[src/rtl/ppu_sprite_line_eval_if.sv]
// Read-only memory buses used by the sprite line evaluator: OAM words and sprite graphics rows.
// Both memories answer one cycle after the address is presented.
interface ppu_sprite_line_eval_if #(
   parameter int unsigned OAM_AW = 8,
   parameter int unsigned GFX_AW = 11
) ();
   logic [OAM_AW-1:0] oam_addr;
   logic [31:0]       oam_rdata;
   logic [GFX_AW-1:0] gfx_addr;
   logic [31:0]       gfx_rdata;

   modport master (
      output oam_addr,
      input  oam_rdata,
      output gfx_addr,
      input  gfx_rdata
   );

   modport slave (
      input  oam_addr,
      output oam_rdata,
      input  gfx_addr,
      output gfx_rdata
   );
endinterface

[src/rtl/ppu_sprite_line_eval.sv]
// Per-scanline sprite evaluator: scans OAM for sprites covering the line, then fetches their rows.
// Define PPU_SPRITE_FLIP_EN to honour the OAM rot bits (rot[31]=vflip, rot[30]=hflip).
module ppu_sprite_line_eval #(
   parameter int unsigned NUM_SPRITES  = 128,
   parameter int unsigned MAX_PER_LINE = 4,
   parameter int unsigned SPRITE_H     = 16,
   parameter int unsigned OAM_AW       = 8,
   parameter int unsigned GFX_AW       = 11,
   parameter int unsigned LINE_W       = 10
) (
   input  logic                        clk_i,
   input  logic                        reset_i,
   input  logic                        line_start_i,
   input  logic [LINE_W-1:0]           line_i,
   ppu_sprite_line_eval_if.master      mem_if,
   output logic                        busy_o,
   output logic                        done_o,
   output logic                        overflow_o,
   output logic [MAX_PER_LINE-1:0]     slot_valid_o,
   output logic [16*MAX_PER_LINE-1:0]  slot_x_o,
   output logic [MAX_PER_LINE-1:0]     slot_pal_o,
   output logic [32*MAX_PER_LINE-1:0]  slot_pixels_o
);

   localparam int unsigned RowW     = (SPRITE_H > 1) ? $clog2(SPRITE_H) : 1;
   localparam int unsigned CntW     = $clog2(MAX_PER_LINE + 1);
   localparam int unsigned LastAddr = 2 * NUM_SPRITES - 1;

   typedef enum logic [1:0] {StIdle, StEval, StFetch, StDone} state_e;

   state_e                               state_q, state_d;
   logic [LINE_W-1:0]                    line_q, line_d;
   logic [OAM_AW-1:0]                    oam_addr_q, oam_addr_d;
   logic [OAM_AW-1:0]                    rd_addr_q, rd_addr_d;
   logic                                 rd_vld_q, rd_vld_d;
   logic [6:0]                           cap_tile_q, cap_tile_d;
   logic                                 cap_pal_q, cap_pal_d;
   logic [CntW-1:0]                      cnt_q, cnt_d;
   logic [CntW-1:0]                      fidx_q, fidx_d;
   logic                                 ovf_q, ovf_d;
   logic [MAX_PER_LINE-1:0]              valid_q, valid_d;
   logic [MAX_PER_LINE-1:0]              pal_q, pal_d;
   logic [MAX_PER_LINE-1:0][15:0]        x_q, x_d;
   logic [MAX_PER_LINE-1:0][6:0]         tile_q, tile_d;
   logic [MAX_PER_LINE-1:0][RowW-1:0]    row_q, row_d;
   logic [MAX_PER_LINE-1:0][31:0]        pix_q, pix_d;

   logic [15:0]     spr_y, line16, row_diff;
   logic            hit;
   logic [RowW-1:0] row_eff;

`ifdef PPU_SPRITE_FLIP_EN
   logic [1:0]              cap_rot_q, cap_rot_d;
   logic [MAX_PER_LINE-1:0] hflip_q, hflip_d;

   function automatic logic [31:0] px_reverse(input logic [31:0] d);
      logic [31:0] r;
      for (int k = 0; k < 16; k++) begin
         r[2*k +: 2] = d[2*(15-k) +: 2];
      end
      return r;
   endfunction
`endif

   // Y is compared unsigned against the zero-extended line, so sprites never wrap from the top.
   assign spr_y    = mem_if.oam_rdata[31:16];
   assign line16   = 16'(line_q);
   assign row_diff = line16 - spr_y;
   assign hit      = (spr_y <= line16) && (row_diff < 16'(SPRITE_H));

`ifdef PPU_SPRITE_FLIP_EN
   assign row_eff = cap_rot_q[1] ? (RowW'(SPRITE_H - 1) - RowW'(row_diff)) : RowW'(row_diff);
`else
   assign row_eff = RowW'(row_diff);
`endif

   always_comb begin
      state_d    = state_q;
      line_d     = line_q;
      oam_addr_d = oam_addr_q;
      rd_addr_d  = oam_addr_q;
      rd_vld_d   = 1'b0;
      cap_tile_d = cap_tile_q;
      cap_pal_d  = cap_pal_q;
      cnt_d      = cnt_q;
      fidx_d     = fidx_q;
      ovf_d      = ovf_q;
      valid_d    = valid_q;
      pal_d      = pal_q;
      x_d        = x_q;
      tile_d     = tile_q;
      row_d      = row_q;
      pix_d      = pix_q;
`ifdef PPU_SPRITE_FLIP_EN
      cap_rot_d  = cap_rot_q;
      hflip_d    = hflip_q;
`endif

      unique case (state_q)
         StIdle: begin
            if (line_start_i) begin
               state_d    = StEval;
               line_d     = line_i;
               valid_d    = '0;
               ovf_d      = 1'b0;
               cnt_d      = '0;
               oam_addr_d = '0;
            end
         end
         StEval: begin
            rd_vld_d = 1'b1;
            if (oam_addr_q != OAM_AW'(LastAddr)) begin
               oam_addr_d = oam_addr_q + 1'b1;
            end
            if (rd_vld_q) begin
               if (!rd_addr_q[0]) begin
                  cap_tile_d = mem_if.oam_rdata[6:0];
                  cap_pal_d  = mem_if.oam_rdata[7];
`ifdef PPU_SPRITE_FLIP_EN
                  cap_rot_d  = mem_if.oam_rdata[31:30];
`endif
               end else begin
                  if (hit && (cnt_q == CntW'(MAX_PER_LINE))) begin
                     ovf_d   = 1'b1;
                     state_d = StFetch;
                  end else if (hit) begin
                     for (int i = 0; i < MAX_PER_LINE; i++) begin
                        if (CntW'(i) == cnt_q) begin
                           x_d[i]    = mem_if.oam_rdata[15:0];
                           pal_d[i]  = cap_pal_q;
                           tile_d[i] = cap_tile_q;
                           row_d[i]  = row_eff;
`ifdef PPU_SPRITE_FLIP_EN
                           hflip_d[i] = cap_rot_q[0];
`endif
                        end
                     end
                     cnt_d = cnt_q + 1'b1;
                  end
                  if (rd_addr_q == OAM_AW'(LastAddr)) begin
                     state_d = StFetch;
                  end
               end
            end
            if (state_d == StFetch) begin
               rd_vld_d   = 1'b0;
               oam_addr_d = oam_addr_q;
               fidx_d     = '0;
            end
         end
         StFetch: begin
            // Data on gfx_rdata belongs to the slot addressed in the previous cycle.
            for (int i = 0; i < MAX_PER_LINE; i++) begin
               if (fidx_q == CntW'(i + 1)) begin
`ifdef PPU_SPRITE_FLIP_EN
                  pix_d[i] = hflip_q[i] ? px_reverse(mem_if.gfx_rdata) : mem_if.gfx_rdata;
`else
                  pix_d[i] = mem_if.gfx_rdata;
`endif
                  valid_d[i] = 1'b1;
               end
            end
            if (fidx_q == cnt_q) begin
               state_d = StDone;
            end else begin
               fidx_d = fidx_q + 1'b1;
            end
         end
         StDone: begin
            state_d = StIdle;
         end
         default: begin
            state_d = StIdle;
         end
      endcase
   end

   always_comb begin
      mem_if.gfx_addr = '0;
      if ((state_q == StFetch) && (fidx_q < cnt_q)) begin
         for (int i = 0; i < MAX_PER_LINE; i++) begin
            if (CntW'(i) == fidx_q) begin
               mem_if.gfx_addr = GFX_AW'(32'(tile_q[i]) * 32'(SPRITE_H) + 32'(row_q[i]));
            end
         end
      end
   end

   always_ff @(posedge clk_i) begin
      if (reset_i) begin
         state_q    <= StIdle;
         line_q     <= '0;
         oam_addr_q <= '0;
         rd_addr_q  <= '0;
         rd_vld_q   <= 1'b0;
         cap_tile_q <= '0;
         cap_pal_q  <= 1'b0;
         cnt_q      <= '0;
         fidx_q     <= '0;
         ovf_q      <= 1'b0;
         valid_q    <= '0;
         pal_q      <= '0;
         x_q        <= '0;
         tile_q     <= '0;
         row_q      <= '0;
         pix_q      <= '0;
      end else begin
         state_q    <= state_d;
         line_q     <= line_d;
         oam_addr_q <= oam_addr_d;
         rd_addr_q  <= rd_addr_d;
         rd_vld_q   <= rd_vld_d;
         cap_tile_q <= cap_tile_d;
         cap_pal_q  <= cap_pal_d;
         cnt_q      <= cnt_d;
         fidx_q     <= fidx_d;
         ovf_q      <= ovf_d;
         valid_q    <= valid_d;
         pal_q      <= pal_d;
         x_q        <= x_d;
         tile_q     <= tile_d;
         row_q      <= row_d;
         pix_q      <= pix_d;
      end
   end

`ifdef PPU_SPRITE_FLIP_EN
   always_ff @(posedge clk_i) begin
      if (reset_i) begin
         cap_rot_q <= '0;
         hflip_q   <= '0;
      end else begin
         cap_rot_q <= cap_rot_d;
         hflip_q   <= hflip_d;
      end
   end
`endif

   assign mem_if.oam_addr = oam_addr_q;
   assign busy_o          = (state_q == StEval) || (state_q == StFetch);
   assign done_o          = (state_q == StDone);
   assign overflow_o      = ovf_q;
   assign slot_valid_o    = valid_q;
   assign slot_x_o        = x_q;
   assign slot_pal_o      = pal_q;
   assign slot_pixels_o   = pix_q;

endmodule

[src/flat_wrapper.sv]
// flat-port wrapper written by rule: the top's interface ports become plain ports
module ppu_sprite_line_eval_flat 
#(
   parameter int unsigned NUM_SPRITES  = 128,
   parameter int unsigned MAX_PER_LINE = 4,
   parameter int unsigned SPRITE_H     = 16,
   parameter int unsigned OAM_AW       = 8,
   parameter int unsigned GFX_AW       = 11,
   parameter int unsigned LINE_W       = 10
)
  (clk_i, reset_i, line_start_i, line_i, busy_o, done_o, overflow_o, slot_valid_o, slot_x_o, slot_pal_o, slot_pixels_o, mem_if_oam_addr, mem_if_oam_rdata, mem_if_gfx_addr, mem_if_gfx_rdata);
  ppu_sprite_line_eval_if #(.OAM_AW(OAM_AW), .GFX_AW(GFX_AW)) mem_if_i ();
  input  logic clk_i;
  input  logic reset_i;
  input  logic line_start_i;
  input  logic [LINE_W-1:0] line_i;
  output logic busy_o;
  output logic done_o;
  output logic overflow_o;
  output logic [MAX_PER_LINE-1:0] slot_valid_o;
  output logic [16*MAX_PER_LINE-1:0] slot_x_o;
  output logic [MAX_PER_LINE-1:0] slot_pal_o;
  output logic [32*MAX_PER_LINE-1:0] slot_pixels_o;
  output wire logic [$bits(mem_if_i.oam_addr)-1:0] mem_if_oam_addr;
  input wire logic [$bits(mem_if_i.oam_rdata)-1:0] mem_if_oam_rdata;
  output wire logic [$bits(mem_if_i.gfx_addr)-1:0] mem_if_gfx_addr;
  input wire logic [$bits(mem_if_i.gfx_rdata)-1:0] mem_if_gfx_rdata;
  assign mem_if_oam_addr = mem_if_i.oam_addr;
  assign mem_if_i.oam_rdata = mem_if_oam_rdata;
  assign mem_if_gfx_addr = mem_if_i.gfx_addr;
  assign mem_if_i.gfx_rdata = mem_if_gfx_rdata;
  ppu_sprite_line_eval #(.NUM_SPRITES(NUM_SPRITES), .MAX_PER_LINE(MAX_PER_LINE), .SPRITE_H(SPRITE_H), .OAM_AW(OAM_AW), .GFX_AW(GFX_AW), .LINE_W(LINE_W)) u_core (.clk_i(clk_i), .reset_i(reset_i), .line_start_i(line_start_i), .line_i(line_i), .mem_if(mem_if_i), .busy_o(busy_o), .done_o(done_o), .overflow_o(overflow_o), .slot_valid_o(slot_valid_o), .slot_x_o(slot_x_o), .slot_pal_o(slot_pal_o), .slot_pixels_o(slot_pixels_o));
endmodule
[config.mk]
export PLATFORM = sky130hd
export DESIGN_NAME = ppu_sprite_line_eval_flat
export DESIGN_NICKNAME = d
export VERILOG_FILES = /design/src/rtl/ppu_sprite_line_eval_if.sv /design/src/rtl/ppu_sprite_line_eval.sv /design/src/flat_wrapper.sv
export SDC_FILE = /design/constraint.sdc
export NUM_CORES = 1
export LEC_CHECK = 0
export BUFFER_PORTS_ARGS = -buffer_cell sky130_fd_sc_hd__clkbuf_2
export CAP_MARGIN = 40
export CELL_PAD_IN_SITES_DETAIL_PLACEMENT = 0
export CELL_PAD_IN_SITES_GLOBAL_PLACEMENT = 2
export CORE_UTILIZATION = 32
export CTS_BUF_LIST = sky130_fd_sc_hd__clkbuf_4
export DETAILED_ROUTE_END_ITERATION = 12
export PLACE_DENSITY = 0.79
export REMOVE_ABC_BUFFERS = 1
export SYNTH_ARGS = -nofsm -noshare
export SYNTH_HDL_FRONTEND = slang
export SYNTH_SLANG_ARGS = --single-unit
[constraint.sdc]
create_clock -name clk_i -period 4.05 [get_ports clk_i]
set_clock_uncertainty 0.1 [all_clocks]
set_input_delay 0.81 -clock clk_i [delete_from_list [all_inputs] [get_ports clk_i]]
set_output_delay 0.81 -clock clk_i [all_outputs]
set_load 0.01 [all_outputs]
==> results.md, run 1 <==
Run status
* finished clean — result of the run

Die
* 299 — Top-Level Pins
* 0.0375 mm2 — area of the die
* 194 um — chip height
* 69 — floorplan row count
* 0.0358 mm2 — core region area
* 0.328 — starting density of the core
* 194 um — Die X

Clocking
* 3 — count of H-tree levels built during CTS
* 0.72 ns — later-pin clock latency in the skew report
* 0 — total of hold buffers inserted after clock tree synthesis
* 3 — Max clock buf depth
* 0.07 ns — register clock-pin slew on the reported worst setup and hold paths
* clkbuf_4 — root cell of the clock tree
* 288 — CTS sink count
* 0 — number of post-CTS setup repair buffers
* 83 — number of buffers added by the clock tree synthesis step
* yes — clock tree from TritonCTS

Final layout
* 0.00554 mm2 — multi-input logic area
* 0.414 — Final Util
* 1,830 — Total Nets Final
* 325 x nand2_1, 297 x clkbuf_2, 288 x dfxtp_1, 172 x a21oi_1, 165 x nor2_1 — most frequent cells in the layout
* nand2_1 — most common library cell in the layout ignoring fill and taps
* 3,743 — Filler cells
* 0.0148 mm2 — Non-Filler Cell Area, Final
* 0.266 — share of final-layout standard cells stronger than drive strength 1
* 0.00577 mm2 — combined flip-flop and latch cell area
* 26.4% — synthesis-to-finish area growth
* 2,240 — final cell count without fillers

Routing
* 10,700 — count of vias placed by the detailed router
* 36.5 mm — total detailed-routing wirelength
* 4.76 — via density per instance
* 5 — total iterations of the first detailed-routing run
* 483 — DRC violation total after the first TritonRoute iteration
* 16.3 um — detailed-route wire length per cell
* 0 — antenna violation net count after detailed routing
* 0 — DRC Markers

Global routing
* 10,200 — via count of the first global-routing pass
* 0 — overflow left after global routing
* 57.5 mm — first-pass GRT wire length
* 0.192 — global router's overall resource usage
* 1 — antenna violations before repair
* 121 — largest net degree at the start of global routing

Critical path
* nand3b_1 — master of the slowest instance on the critical path
* 0.43 ns — Critical Path Max Stage Delay
* 2.68 ns — Arrival @ worst endpoint
* simple AND/OR/NAND/NOR gates — CP top delay family
* reg2out — Worst Path Class, Setup
* inv_1, ha_1, nor2b_1, o21ai_0, nand3b_1, nor2_1, clkbuf_2 — worst-path cell chain
* 11 — largest fanout on the critical path
* register — CP Launch Type
* output pin — CP endpoint kind
* 3.14 ns — required time worst endpoint
* 2 — number of buffers and inverters on the critical path

Synthesis
* 0 — post-synthesis async set-or-reset flop share
* dfxtp_1 — ys flop type
* 288 — number of flip-flops and latches in the synthesized netlist
* 0.0117 mm2 — Mapped Area
* 1,398 — Post-Syn Instances
* dfxtp_1 49%, nand2_1 10%, mux2i_1 9.8% — top cells by area in the synthesized netlist
* 0 — count of yosys warnings during synthesis
* 0 — EDFF count, synth
* dfxtp_1 — cell taking the most area after synthesis
* 61 — number of distinct library cell variants in the gate-level netlist after synthesis
* 0.491 — top-area cell type share of the netlist area
* 8.40 um2 — post-synthesis average cell area
* 0.491 — sequential share of the synthesized area

Power
* 6.21 nW — static power due to leakage
* 0.181 mV — Peak VDD IR
* 397 mW/mm2 — Cell Pwr Density

Placed design
* -0.0875 ns — worst setup slack before clock tree synthesis
* 0.0138 mm2 — area after detailed placement
* 24.0 mm — dpl hpwl
* 2,099 — cell count after placement
* 298 — number of buffers added on ports
* 0.834 — routability-driven placement congestion ratio

Timing
* 0.907 ns — pin slew with the least headroom to its limit
* 3.59 ns — minimum period implied by the final worst setup slack
* 0 — final count of negative-setup-slack endpoints
* 0.202 ns — Worst Hold Margin
* false — unrepaired setup endpoints after global routing
* 0.395 — worst relative slew slack
* 0.886 — post-route fraction of the period consumed by the critical path
* 0 — final number of max-transition violations
* 0.463 ns — setup slack of the critical path after layout
* 279 MHz — Max Freq
* 0 — final-report hold violation count

Flow run
* 0 — reported max-cap violation count

Hold path
* in2reg — Worst Hold Class

-- path summary, 6_finish.rpt --
check / cells after the start / slack (ns) / startpoint / end
setup reg to reg: 12 / 0.52 / u_core.line_q[0]$_SDFFE_PP0P_ / u_core.fidx_q[0]$_SDFFE_PP0P_
setup / recovery: 7 / 0.46 / u_core.cnt_q[1]$_SDFFE_PP0P_ / mem_if_gfx_addr[4]
hold / removal: 3 / 0.20 / line_i[2] / u_core.line_q[2]$_SDFFE_PP0P_
hold reg to reg: 2 / 0.35 / u_core.slot_pixels_o[88]$_SDFFE_PP0P_ / u_core.slot_pixels_o[88]$_SDFFE_PP0P_
-- state kept, by name (all words and copies together), names as in the netlist, 7 cells and up, named ones only --
signal                  cells
u_core.cap_tile_q           7
u_core.tile_q              28
u_core.slot_x_o            64
u_core.slot_pixels_o      128
u_core.rd_addr_q            8
u_core.mem_if.oam_addr      8
u_core.line_q              10
u_core.row_q               16
-- where the power goes --
part / switching (mW) / leakage [nW] / internal, mW
combinational: 0.234 / 3.28 / 0.125
sequential: 0.0136 / 2.32 / 2.85
clock: 1.23 / 0.611 / 1.45
-- synth_stat cells (3+ instances only) --
cell,number
nor3b_1,3
clkbuf_1,71
nor3_1,10
nor2b_1,8
nor2_1,165
nand3b_1,5
xnor2_1,3
mux2i_1,115
a221oi_1,3
dfxtp_1,288
o21ai_0,22
a211oi_1,8
a21oi_1,172
a21o_1,7
ha_1,29
and2_1,7
nor4_1,4
inv_1,30
a31oi_1,6
and3_1,8
o21a_1,5
nand3_1,18
nand2_1,326
a22oi_1,11
nand4_1,5
nand2b_1,6
or3_1,5
buf_2,11
buf_1,8
-- what timing repair did --
item | in CTS | in global routing
setup endpoints to repair | 0 | 4
endpoints found under the hold margin | 0 | 0
gates resized for setup | 0 | 1
-- cells by family (layout without fill, tap and decap cells) --
kind of cell,count (synthesis),in the layout,share of synthesized area
muxes,117,117,0.0999
adders and majority gates,30,30,0.0326
AOI/OAI and AO/OA,256,256,0.127
xor gates and xnor gates,4,4,0.00298
other,0,2,0
buffers and inverters,120,499,0.0395
DFF,288,288,0.491
and+or+nand+nor,583,583,0.207
-- metrics by stage --
step	total power, mW	setup TNS [ns]
after floorplan	3.10	-260.15
after global placement	3.29	0
after detailed placement	3.29	-0.129
after CTS	6.03	0
after global routing	6.22	0
final	5.90	0
-- worst reg2reg max path, stage by stage, from the launching register on --
cell	delay (ns)
dfxtp_1	0.33
inv_1	0.05
ha_1	0.21
fa_1	0.42
nand2b_1	0.17
a21oi_1	0.20
mux2_2	0.40
a2111oi_4	0.29
o21ai_2	0.13
nor4_4	0.34
o311ai_2	0.18
or4b_1	0.50
a31oi_1	0.17
-- per-layer routing --
metal | up-vias | GRT usage | wire (um)
li1 | 5377 | - | -
met1 | 4932 | 0.249 | 17100
met2 | 274 | 0.309 | 16700
met3 | 71 | 0.0432 | 1710
met4 | 0 | 0.0747 | 1040
met5 | - | 0 | 0
-- cell type report --
type                    count  area share
diodes                      2    0.000337
clock buffers             117      0.0592
clock inverters            22     0.00969
inverters                  30     0.00758
multi-input cells         990       0.373
flip-flops and latches    288       0.388
well taps                 461      0.0388
repair buffers            330       0.123
Power figures use the tool's default switching activity.
==> inputs of run 2 (changes only) <==
ABC_AREA = 1   (was unset)
CORE_UTILIZATION = 31   (was 32)
PLACE_DENSITY = 0.8   (was 0.79)
==> run 2 against run 1 <==
  * Setup slack worse by 0.061 ns
  * Register-to-register slack better by 0.41 ns
  * Sequential power hardly changed
  * Critical endpoint is now mem_if_gfx_addr[1]
  * Cell count is 4.1% higher
==> results.md, run 2 <==
Timing
* 0.901 — post-route fraction of the period consumed by the critical path
* 0.460 — worst relative slew slack
* 0 — final count of negative-setup-slack endpoints
* 0.237 ns — Worst Hold Margin
* false — unrepaired setup endpoints after global routing
* 274 MHz — Max Freq
* 0 — final number of max-transition violations
* 0.403 ns — setup slack of the critical path after layout
* 0 — final-report hold violation count
* 3.65 ns — minimum period implied by the final worst setup slack
* 0.809 ns — pin slew with the least headroom to its limit
* 0 ns — setup TNS after final layout

Clocking
* 288 — CTS sink count
* yes — clock tree from TritonCTS
* 3 — Max clock buf depth
* 3 — count of H-tree levels built during CTS
* 0.06 ns — register clock-pin slew on the reported worst setup and hold paths
* 0 — number of post-CTS setup repair buffers
* 0.74 ns — later-pin clock latency in the skew report
* 81 — number of buffers added by the clock tree synthesis step
* clkbuf_4 — root cell of the clock tree

Critical path
* 2.74 ns — Arrival @ worst endpoint
* 13 — largest fanout on the critical path
* reg2out — Worst Path Class, Setup
* register — CP Launch Type
* u_core.slot_x_o[59]$_SDFFE_PP0P_ — reg-to-reg endpoint
* 3.14 ns — required time worst endpoint
* 0.93 ns — R2R Setup Slk
* mem_if_gfx_addr[1] — end point of the critical path
* u_core.fidx_q[2]$_SDFFE_PP0P_ — Critical Path Source
* 0.48 ns — Critical Path Max Stage Delay
* output pin — CP endpoint kind
* inv_1, ha_1, inv_1, o211ai_1, a21oi_1, clkbuf_2 — worst-path cell chain
* dfxtp_1 — master of the slowest instance on the critical path
* u_core.line_q[0]$_SDFFE_PP0P_ — Reg-to-Reg Start
* 19 — logic depth of the worst register-to-register path
* inv_1 — most used cell, CP

Placed design
* 24.7 mm — dpl hpwl
* 0.343 ns — worst setup slack before clock tree synthesis
* 298 — number of buffers added on ports
* 0.817 — routability-driven placement congestion ratio
* 2,184 — cell count after placement

Synthesis
* 0.0115 mm2 — Mapped Area
* 0.501 — top-area cell type share of the netlist area
* 0 — portion of netlist area occupied by mux cells
* 36 — number of distinct library cell variants in the gate-level netlist after synthesis
* dfxtp_1 — most common cell in the synthesized netlist
* 0.170 — simple-gate area share of the yosys netlist
* 0 — post-synthesis async set-or-reset flop share
* 0 — EDFF count, synth
* 288 — number of flip-flops and latches in the synthesized netlist
* 0 — count of yosys warnings during synthesis
* dfxtp_1 — cell taking the most area after synthesis
* dfxtp_1 — ys flop type
* dfxtp_1 50%, a21oi_1 10%, o21ai_0 8.1% — top cells by area in the synthesized netlist
* 1,486 — Post-Syn Instances
* compound AO/OA/AOI/OAI gates — combinational family with the most area after synthesis
* 0.501 — sequential share of the synthesized area
* 0.211 — Synth Area in Compound Gates
* 7.74 um2 — post-synthesis average cell area
* 288 x dfxtp_1, 233 x a21oi_1, 221 x nand2_1, 186 x o21ai_0, 130 x nor2_1 — Commonest cells post-synth
* 0.00533 — Synth Area in XOR/XNOR
* 0.0333 — area share of fa/ha/maj cells after synthesis

Routing
* 16.0 um — detailed-route wire length per cell
* 5 — total iterations of the first detailed-routing run
* 503 — DRC violation total after the first TritonRoute iteration
* 0 — antenna violation net count after detailed routing
* 4.74 — via density per instance
* 37.2 mm — total detailed-routing wirelength
* 11,100 — count of vias placed by the detailed router
* 0 — DRC Markers

Die
* 0.0365 mm2 — core region area
* 195 um — chip height
* 299 — Top-Level Pins
* 70 — floorplan row count
* 0.315 — starting density of the core
* 0.0379 mm2 — area of the die
* 195 um — Die X

Global routing
* 68 — largest net degree at the start of global routing
* 10,600 — via count of the first global-routing pass
* 0.196 — global router's overall resource usage
* 59.0 mm — first-pass GRT wire length
* 3 — antenna violations before repair
* 0 — overflow left after global routing

Final layout
* 1,906 — Total Nets Final
* 26.6% — synthesis-to-finish area growth
* 297 x clkbuf_2, 288 x dfxtp_1, 233 x a21oi_1, 221 x nand2_1, 186 x o21ai_0 — most frequent cells in the layout
* 0.264 — share of final-layout standard cells stronger than drive strength 1
* 2,332 — final cell count without fillers
* 128 — number of flip-flops in the largest register
* clkbuf_2 — most common library cell in the layout ignoring fill and taps

Power
* 6.39 nW — static power due to leakage
* 416 mW/mm2 — Cell Pwr Density
* 0.182 mV — Peak VDD IR

Run status
* finished clean — result of the run

Hold path
* in2reg — Worst Hold Class

Flow run
* 0 — reported max-cap violation count

## run 2: changes by cell type in the layout (fill, tap and decap cells not counted), sizes merged, moves of 33 or more
cell and change:
nand2 -104, nand3 +64, mux2i -115, a21oi +70, nor2 -33, o21ai +173, inv +98
## run 2: power by group
group | switching (mW) | internal [mW]
registers | 0.0158 | 2.85
logic | 0.276 | 0.127
clock network | 1.24 | 1.55
total | 1.53 | 4.53
## run 2: critical path, delay by kind of cell (launching register included)
kind	cells	cell delay (ns)
compound gates	2	0.39
fa+ha+maj	1	0.31
flops	1	0.48
buf+inv	3	0.83
## run 2: layer usage
layer | share of wire | track usage | vias up
li1 | - | - | 5639
met1 | 0.45 | 0.249 | 5032
met2 | 0.45 | 0.309 | 337
met3 | 0.084 | 0.0691 | 53
met4 | 0.016 | 0.0629 | 2
met5 | 0.00024 | 0 | -
## run 2: through the flow
stage	util	cell area, um2	power, mW
2_1_floorplan	-	11100	3.17
3_3_place_gp	0.369	13500	3.34
3_5_place_dp	0.369	13500	3.34
4_1_cts	0.398	14600	6.19
5_1_grt	0.399	14600	6.41
6_report	0.399	14600	6.06
## run 2: cell type report
class	instances	area (um2)
diodes	3	7.51
clock buffers	134	1010
clock inverters	11	76.3
fillers	3899	22000
inverters	133	503
multi-input cells	970	4860
flip-flops and latches	288	5770
well taps	468	586
repair buffers	325	1760
## run 2: how the worst min path moves through the flow
stage	start	endpoint	slack, ns	cells after the start
2_1_floorplan	u_core.line_q[0]$_SDFFE_PP0P_	u_core.line_q[0]$_SDFFE_PP0P_	0.34	2
3_3_place_gp	u_core.slot_pixels_o[122]$_SDFFE_PP0P_	u_core.slot_pixels_o[122]$_SDFFE_PP0P_	0.33	2
3_5_place_dp	u_core.slot_pixels_o[114]$_SDFFE_PP0P_	u_core.slot_pixels_o[114]$_SDFFE_PP0P_	0.34	2
4_1_cts	line_i[4]	u_core.line_q[4]$_SDFFE_PP0P_	0.16	3
5_1_grt	mem_if_gfx_rdata[15]	u_core.slot_pixels_o[15]$_SDFFE_PP0P_	0.17	3
6_report	line_i[4]	u_core.line_q[4]$_SDFFE_PP0P_	0.24	3
## run 2: logic make-up (layout without fill, tap and decap cells)
logic type               Yosys count  count (layout)
XOR/XNOR                           7               7
adder cells (fa/ha/maj)           30              30
AO/OA/AOI/OAI                    464             464
flip-flops                       288             288
AND/OR/NAND/NOR                  469             469
other                              0               3
buffers and inverters            228             603
## run 2: timing repair
| action | CTS | global route |
|---|---|---|
| hold buffers | 0 | 0 |
| setup endpoints to repair | 2 | 2 |
| gates resized for setup | 1 | 1 |
==> inputs of run 3 (changes only) <==
CORE_UTILIZATION = 28   (was 31)
PLACE_DENSITY = 0.76   (was 0.8)
RECOVER_POWER = 25   (was unset)
clock period = 3.2 ns   (was 4.05 ns; I/O delays follow)
==> run 3 against run 2 <==
  * Critical path depth up 2
  * Sequential share of layout area down 1.8 points
  * Design area up 5.0%
  * Largest power group unchanged
  * Cell count up 4.8%
  * Sequential cell count unchanged
  * Combinational power up 43%
  * Via count up 2.5%
  * Global-route usage down 1.5 points
  * Routed wire length up 7.2%
  * Critical path type unchanged
  * Setup slack worse by 0.27 ns
  * Utilization down 1.7 points
  * Largest cell class unchanged
  * Sequential power up 26%
  * Critical endpoint unchanged
==> results.md, run 3 (same netlist as run 2, synthesis figures left out) <==
Timing
* 0.337 — worst relative slew slack
* 0 — final-report hold violation count
* 326 MHz — Max Freq
* 0.959 — post-route fraction of the period consumed by the critical path
* 0 — final count of negative-setup-slack endpoints
* true — unrepaired setup endpoints after global routing
* 3.07 ns — minimum period implied by the final worst setup slack
* 0.995 ns — pin slew with the least headroom to its limit
* 0.0701 ns — Worst Hold Margin
* 0 — final number of max-transition violations

Routing
* 16.3 um — detailed-route wire length per cell
* 39.9 mm — total detailed-routing wirelength
* 0 — antenna violation net count after detailed routing
* 4.64 — via density per instance
* 0 — DRC Markers
* 3.11 mm — detailed route wirelength on metal3
* 507 — DRC violation total after the first TritonRoute iteration
* 18.0 mm — length of routed met2 wiring
* 11,300 — count of vias placed by the detailed router
* 17.9 mm — Met1 Routed Length
* 4 — total iterations of the first detailed-routing run
* met4 — top layer used by detailed routing

Die
* 0.0401 mm2 — core region area
* 205 um — chip height
* 73 — floorplan row count
* 0.0419 mm2 — area of the die
* 0.287 — starting density of the core
* 299 — Top-Level Pins
* 205 um — Die X

Global routing
* 0 — overflow left after global routing
* 95 — largest net degree at the start of global routing
* 0.181 — global router's overall resource usage
* 59.8 mm — first-pass GRT wire length
* 10,800 — via count of the first global-routing pass
* 2 — antenna violations before repair

Final layout
* dfxtp_1 — most common library cell in the layout ignoring fill and taps
* 282 x dfxtp_1, 227 x a21oi_1, 220 x nand2_1, 190 x clkbuf_2, 186 x o21ai_0 — most frequent cells in the layout
* 128 — number of flip-flops in the largest register
* 0.234 — share of final-layout standard cells stronger than drive strength 1
* 32.9% — synthesis-to-finish area growth
* 1,972 — Total Nets Final

Critical path
* u_core.line_q[0]$_SDFFE_PP0P_ — Reg-to-Reg Start
* register — CP Launch Type
* 0.26 ns — R2R Setup Slk
* 2.33 ns — Arrival @ worst endpoint
* 19 — logic depth of the worst register-to-register path
* 2.46 ns — required time worst endpoint
* u_core.tile_q[17]$_SDFFE_PP0P_ — reg-to-reg endpoint
* 9 — largest fanout on the critical path
* output pin — CP endpoint kind
* reg2out — Worst Path Class, Setup

Hold path
* in2reg — Worst Hold Class
* u_core.line_q[2]$_SDFFE_PP0P_ — endpoint of the worst hold-timing path
* 3 — cell depth of the worst hold path
* line_i[2] — startpoint of the most critical hold path

Placed design
* 25.7 mm — dpl hpwl
* 0.791 — routability-driven placement congestion ratio
* 298 — number of buffers added on ports

Clocking
* 0.06 ns — register clock-pin slew on the reported worst setup and hold paths
* 3 — count of H-tree levels built during CTS
* 288 — CTS sink count
* 3 — Max clock buf depth
* clkbuf_4 — root cell of the clock tree
* yes — clock tree from TritonCTS
* 85 — number of buffers added by the clock tree synthesis step
* 0.74 ns — later-pin clock latency in the skew report

Power
* 7.67 mW — overall power
* 0.262 mV — Peak VDD IR
* 501 mW/mm2 — Cell Pwr Density
* 6.37 nW — static power due to leakage

Flow run
* 0 — reported max-cap violation count

Run status
* finished clean — result of the run

## run 3: metrics by stage
step | setup WS [ns] | TNS, ns | area (um2) | utilization | std cells
after floorplan | -1.00 | -89.84 | 11100 | - | 1391
after global placement | -0.167 | -16.32 | 13800 | 0.344 | 2266
after detailed placement | -0.223 | -21.85 | 13800 | 0.344 | 2266
after CTS | 0.000477 | 0 | 15200 | 0.378 | 2429
after global routing | -0.0254 | -0.0879 | 15300 | 0.381 | 2443
final | 0.131 | 0 | 15300 | 0.381 | 2444
## run 3: worst max-delay path: stages (launching register included)
cell,delay (ns)
dfxtp_4,0.39
inv_4,0.06
ha_1,0.19
nand2_1,0.13
buf_6,0.14
buf_4,0.17
o211ai_1,0.16
a21oi_4,0.20
buf_2,0.15
## run 3: layer usage
| layer | global-route usage | up-vias |
|---|---|---|
| met2 | 0.291 | 372 |
| met3 | 0.0509 | 68 |
| li1 | - | 5760 |
| met1 | 0.228 | 5143 |
| met5 | 0 | - |
| met4 | 0.0704 | 0 |
## run 3: layout make-up
type / instances / area, um2
antenna: 3 / 7.51
multi-input combinational: 970 / 4990
fill: 4334 / 24800
inverter: 133 / 519
clock buffer: 122 / 916
clock inverter: 16 / 114
sequential: 288 / 5780
tap: 525 / 657
timing repair buffer: 387 / 2310
## run 3: worst max path at each step
| stage | start | end | slack (ns) |
|---|---|---|---|
| 6_report | u_core.fidx_q[0]$_SDFFE_PP0P_ | mem_if_gfx_addr[1] | 0.13 |
| 5_1_grt | u_core.cnt_q[2]$_SDFFE_PP0P_ | mem_if_gfx_addr[5] | -0.03 |
| 4_1_cts | u_core.fidx_q[1]$_SDFFE_PP0P_ | mem_if_gfx_addr[3] | 0.0005 |
| 3_5_place_dp | mem_if_oam_rdata[16] | u_core.slot_x_o[45]$_SDFFE_PP0P_ | -0.22 |
| 3_3_place_gp | mem_if_oam_rdata[16] | u_core.fidx_q[1]$_SDFFE_PP0P_ | -0.17 |
| 2_1_floorplan | mem_if_oam_rdata[16] | u_core.row_q[10]$_SDFFE_PP0P_ | -1.00 |
## run 3: what timing repair did
action	CTS	global route
gates resized for setup	31	38
gates cloned	0	5
buffers inserted	6	7
pin swaps	1	8
setup endpoints to repair	11	132
hold buffers	19	0
hold endpoints to repair	20	0
## run 3: power by group
part	switching, mW	internal [mW]	total, mW
Combinational	0.370	0.206	0.576
Clock	1.58	1.88	3.46
Sequential	0.0191	3.61	3.63
